`config.mk`:
```
export PLATFORM = sky130hd
export DESIGN_NAME = run_event_queue
export DESIGN_NICKNAME = d
export VERILOG_FILES = /design/src/rtl/run_event_queue.sv
export SDC_FILE = /design/constraint.sdc
export NUM_CORES = 1
export LEC_CHECK = 0
export ABC_AREA = 1
export CAP_MARGIN = 20
export CORE_ASPECT_RATIO = 1.25
export CORE_MARGIN = 5
export CORE_UTILIZATION = 55
export DETAILED_ROUTE_END_ITERATION = 7
export PLACE_DENSITY = 0.75
export SLEW_MARGIN = 5
export SYNTH_ARGS = -nofsm -noshare
export SYNTH_HDL_FRONTEND = slang
export SYNTH_SLANG_ARGS = --single-unit
```
`constraint.sdc`:
```
create_clock -name clk -period 2.8 [get_ports clk]
set_clock_uncertainty 0.15 [all_clocks]
set_input_delay 0.56 -clock clk [delete_from_list [all_inputs] [get_ports clk]]
set_output_delay 0.56 -clock clk [all_outputs]
set_load 0.02 [all_outputs]
```
`src/rtl/run_event_queue.sv`:
```
// Timestamped event queue fed by a run detector: stamps each qualifying d pulse, queues it
// in a show-ahead FIFO, and tracks a saturating event count and sticky overflow.
// Optional: define RUN_EVENT_EDGE_ONLY_EN to emit one event per contiguous high run of d.
module run_event_queue #(
  parameter int TS_W  = 16,
  parameter int DEPTH = 4,
  parameter int CNT_W = 8
) (
  input  logic             clk,
  input  logic             reset,
  input  logic             d,
  input  logic             ovf_clr,
  input  logic             ev_ready,
  output logic             ev_valid,
  output logic [TS_W-1:0]  ev_time,
  output logic [CNT_W-1:0] ev_count,
  output logic             full,
  output logic             overflow
);
  localparam int AW = $clog2(DEPTH);

  localparam logic [TS_W-1:0]  TS_ONE  = {{(TS_W-1){1'b0}}, 1'b1};
  localparam logic [CNT_W-1:0] CNT_ONE = {{(CNT_W-1){1'b0}}, 1'b1};
  localparam logic [AW-1:0]    PTR_ONE = {{(AW-1){1'b0}}, 1'b1};
  localparam logic [AW:0]      OCC_ONE = {{AW{1'b0}}, 1'b1};
  localparam logic [AW:0]      OCC_MAX = (AW+1)'(DEPTH);

  logic [TS_W-1:0]             ts;
  logic [AW-1:0]               wptr, rptr;
  logic [AW:0]                 occ;
  logic [DEPTH-1:0][TS_W-1:0]  mem;
  logic                        ev, pop, push, drop;

`ifdef RUN_EVENT_EDGE_ONLY_EN
  logic d_q;

  always_ff @(posedge clk or negedge reset) begin
    if (!reset) d_q <= 1'b0;
    else        d_q <= d;
  end

  assign ev = d & ~d_q;
`else
  assign ev = d;
`endif

  assign ev_valid = (occ != '0);
  assign full     = (occ == OCC_MAX);
  assign ev_time  = ev_valid ? mem[rptr] : '0;

  // A pop on the same edge frees the slot, so a full FIFO still accepts the push.
  assign pop  = ev_valid & ev_ready;
  assign push = ev & (~full | pop);
  assign drop = ev & full & ~pop;

  always_ff @(posedge clk or negedge reset) begin
    if (!reset) begin
      ts       <= '0;
      wptr     <= '0;
      rptr     <= '0;
      occ      <= '0;
      mem      <= '0;
      ev_count <= '0;
      overflow <= 1'b0;
    end else begin
      ts <= ts + TS_ONE;
      if (push) begin
        mem[wptr] <= ts;
        wptr      <= wptr + PTR_ONE;
      end
      if (pop) rptr <= rptr + PTR_ONE;
      case ({push, pop})
        2'b10:   occ <= occ + OCC_ONE;
        2'b01:   occ <= occ - OCC_ONE;
        default: occ <= occ;
      endcase
      if (ev && ev_count != '1) ev_count <= ev_count + CNT_ONE;
      // A drop on the same edge as a clear leaves the flag set.
      if (drop)         overflow <= 1'b1;
      else if (ovf_clr) overflow <= 1'b0;
    end
  end

endmodule

```
==> metrics.csv, run 1 <==
stage,metric,value,unit
floorplanning,core_area,8650,sq um
global_route,gr-total-overflow,0,
pwr,p_switching,2.20,mW
setup_path,crit_type,reg2out,
place,gp_congestion,0.806,
cells_and_area,drive_above_1_share,0.0782,
run_status,status,"finished, final reports clean",
timing,fin_crit,2.59,ns
setup_path,endpoint_kind,output port,
clock_network,cts-root-buf,clkbuf_8,
global_route,grt_pass1_wl,20200,um
run,max_cap_violations,0,
timing,maxClockFrequency,386,MHz
logic_synthesis,yosysMostFrequentCell,nand2_1,
clock_network,insertion_delay,0.37,ns
logic_synthesis,synth-main-ff-cell,dfrtp_1,
timing,slew_violations,0,
logic_synthesis,synth_edf_count,0,
timing,period_share,0.926,
detailed_routing,drt_iter0_drc,334,
place,io_buffers,31,
logic_synthesis,async_reset_ff_frac,1.00,
floorplanning,start_util,0.560,
timing,setup_violations,0,
detailed_routing,avgViaCountPerCell,5.55,
logic_synthesis,synthTopCellsByArea,"dfrtp_1, nand2_1, nand4_1",
setup_path,crit_arrival,1.88,ns
global_route,first_global_vias,4216,
clock_network,cts_buffers,9,
pwr,combPwrFrac,0.467,
detailed_routing,drcViolationCount,0,
clock_network,clock-sinks,96,
setup_path,crit_path_start,occ[2],
setup_path,path_buf_inv,4,
logic_synthesis,yosys.area.top_type,dfrtp_1,
setup_path,worst_setup_path_start_kind,register,
timing,slew_headroom,0.541,
clock_network,cts.htree.levels,3,
pwr,report.power.total,5.13,mW
setup_path,rr_endpoint,occ[2],
logic_synthesis,yosysUniqueCellTypes,23,
timing,rsz0062_at_grt,false,
logic_synthesis,yosysWarnings,0,
pwr,ir_drop,0.590,mV
timing,worst_pin_slew,0.688,ns
timing,fin_setup_tns,0,ns
cells_and_area,area_growth,13.0,%
timing,hold_viol_final,0,
setup_path,ff2ff_path_depth,10,
pwr,swShare,0.429,
hold_path,hp-class,reg2reg,
cells_and_area,diodes,0,
floorplanning,dieArea,10800,sq um
setup_path,crit_family,buffers and inverters,
clock_network,clockBufferDepth,2,
floorplanning,dieHeight,115,um
detailed_routing,drtAntennaViolNets,0,
detailed_routing,first_pass_iters,7,
cells_and_area,nets,647,
logic_synthesis,yosysSeqAreaShare,0.496,
floorplanning,io_pins,32,
setup_path,regToRegStartpoint,occ[2],
detailed_routing,wl_per_cell,15.6,um
setup_path,cp_max_fo,16,
hold_path,hold_path_depth,2,
logic_synthesis,synthTopCellsByCount,"nand2_1, dfrtp_1, nor2_1",
setup_path,r2r_slack,0.52,ns
global_route,grtUsageTotal,0.239,
logic_synthesis,yosys.area.top_type_share,0.496,
logic_synthesis,avgSynthCellArea,7.88,sq um
floorplanning,row_count,38,
pwr,p_leak,2.73,nW
pwr,p_int,2.93,mW
hold_path,hp-start,mem[50],
logic_synthesis,netlist_area,4840,sq um
pwr,pwr-share-seq,0.354,
global_route,antenna_found_initial,0,
clock_network,tritoncts,yes,
pwr,pwr-share-clk,0.179,
logic_synthesis,synth_cells,615,
floorplanning,die_w,93.9,um
setup_path,crit_slowest_cell,dfrtp_1,
detailed_routing,wl,11900,um
logic_synthesis,syn-num-nets,628,
setup_path,worst_path_largest_cell_delay,0.41,ns
place,dp_hpwl,7670,um
clock_network,clk_pin_slew,0.09,ns
pwr,p_per_area,937,nW/um^2
global_route,grt_max_degree,71,
hold_path,whs_endpoint,mem[50],
detailed_routing,via_count,4211,
logic_synthesis,ys_ff_latch,96,
setup_path,worstPathCellList,"inv_1, nand3_1, clkinvlp_4, buf_12, a21oi_1, dlygate4sd2_1",
setup_path,cp.required,2.09,ns
## worst max path at each step
| stage | end | depth (start not counted) |
|---|---|---|
| after floorplan | occ[2] | 10 |
| after global placement | occ[2] | 10 |
| after detailed placement | occ[2] | 10 |
| after CTS | ev_time[2] | 6 |
| after global routing | ev_time[9] | 6 |
| final | ev_time[2] | 6 |
## final cells by class
cell class	instances	area (sq um)
multi-input combinational	446	2130
sequential	96	2400
fill	778	3180
timing repair buffer	55	490
tap	120	150
clock buffer	11	141
inverter	26	101
clock inverter	5	56.3
## cell usage in the layout, fill, tap and decap left out
cell             instances
dlygate4sd2_1           16
o21ai_0                 36
or2_2                    1
ha_1                     7
clkinv_2                 2
nand3_1                 15
clkinv_1                 1
xnor2_1                  8
inv_2                    3
buf_4                   22
clkbuf_8                10
xor2_1                   8
clkdlybuf4s50_1         13
clkinvlp_4               2
nor3_1                   1
clkbuf_1                 1
buf_2                    1
dlygate4sd3_1            1
a21oi_1                 17
nand2_1                192
clkinv_4                 1
dfrtp_1                 96
fa_1                     1
buf_12                   2
nor2_1                  86
bufinv_16                1
o21ai_1                  1
nand4_1                 68
inv_1                   21
nand4_4                  1
nand3_2                  4
## layer usage
| metal | wire length, um | vias to the layer above | global-route usage |
|---|---|---|---|
| li1 | - | 2045 | - |
| met1 | 5170 | 2030 | 0.306 |
| met2 | 5850 | 111 | 0.393 |
| met3 | 536 | 25 | 0.0452 |
| met4 | 315 | 0 | 0.109 |
| met5 | 0 | - | 0 |
## cell families after synthesis
| logic type | count (synthesis) | synth area share |
|---|---|---|
| and+or+nand+nor | 368 | 0.334 |
| xor gates and xnor gates | 16 | 0.0289 |
| DFF | 96 | 0.496 |
| AOI/OAI and AO/OA | 54 | 0.0558 |
| adders and majority gates | 8 | 0.0222 |
| buffers and inverters | 73 | 0.0635 |
## timing repair
| action | 4_1_cts | 5_1_grt |
|---|---|---|
| hold endpoints to repair | 13 | 0 |
| hold buffers | 1 | 0 |
| setup buffers | 1 | 0 |
| gates resized for setup | 17 | 0 |
| endpoints found under the setup margin | 16 | 0 |
## power by group through the flow
stage               combinational, mW  sequential [mW]  clock, mW
finish                           2.40             1.82      0.917
global route                     2.66             1.85      0.998
CTS                              2.42             1.81      0.941
detailed placement               2.50             1.84          0
global placement                 2.47             1.83          0
floorplan                        1.51             1.84          0
## sequential cells by signal, summed over array words and instances (netlist names)
name and flops:
mem 64, ts 16, ev_count 8, occ 3, rptr 2, wptr 2, overflow 1
## metrics by stage
stage / instances / hold slack [ns] / util / worst slack (ns) / area, sq um
2_1_floorplan: 615 / 0.114 / - / 0.438 / 4840
3_3_place_gp: 741 / 0.298 / 0.608 / 0.204 / 5270
3_5_place_dp: 741 / 0.303 / 0.608 / 0.0870 / 5270
4_1_cts: 759 / 0.325 / 0.633 / 0.191 / 5480
5_1_grt: 759 / 0.342 / 0.633 / 0.0557 / 5480
6_report: 759 / 0.320 / 0.633 / 0.207 / 5480
## worst min-delay path: cells and delay by family (launching register included)
family	cells	cell delay, ns
AND/OR/NAND/NOR	2	0.10
flip-flops	1	0.34
No activity file was read; power rests on OpenSTA's default activity.
==> run 2: changes to the inputs <==
--- a/config.mk
+++ b/config.mk
@@ -6,11 +6,11 @@
 export NUM_CORES = 1
 export LEC_CHECK = 0
 export ABC_AREA = 1
-export CAP_MARGIN = 20
 export CORE_ASPECT_RATIO = 1.25
 export CORE_MARGIN = 5
 export CORE_UTILIZATION = 55
 export DETAILED_ROUTE_END_ITERATION = 7
+export GPL_ROUTABILITY_DRIVEN = 0
 export PLACE_DENSITY = 0.75
 export SLEW_MARGIN = 5
 export SYNTH_ARGS = -nofsm -noshare
==> results of run 2 <==
Same layout as run 1: the final DEF is identical, and so are final timing and power.
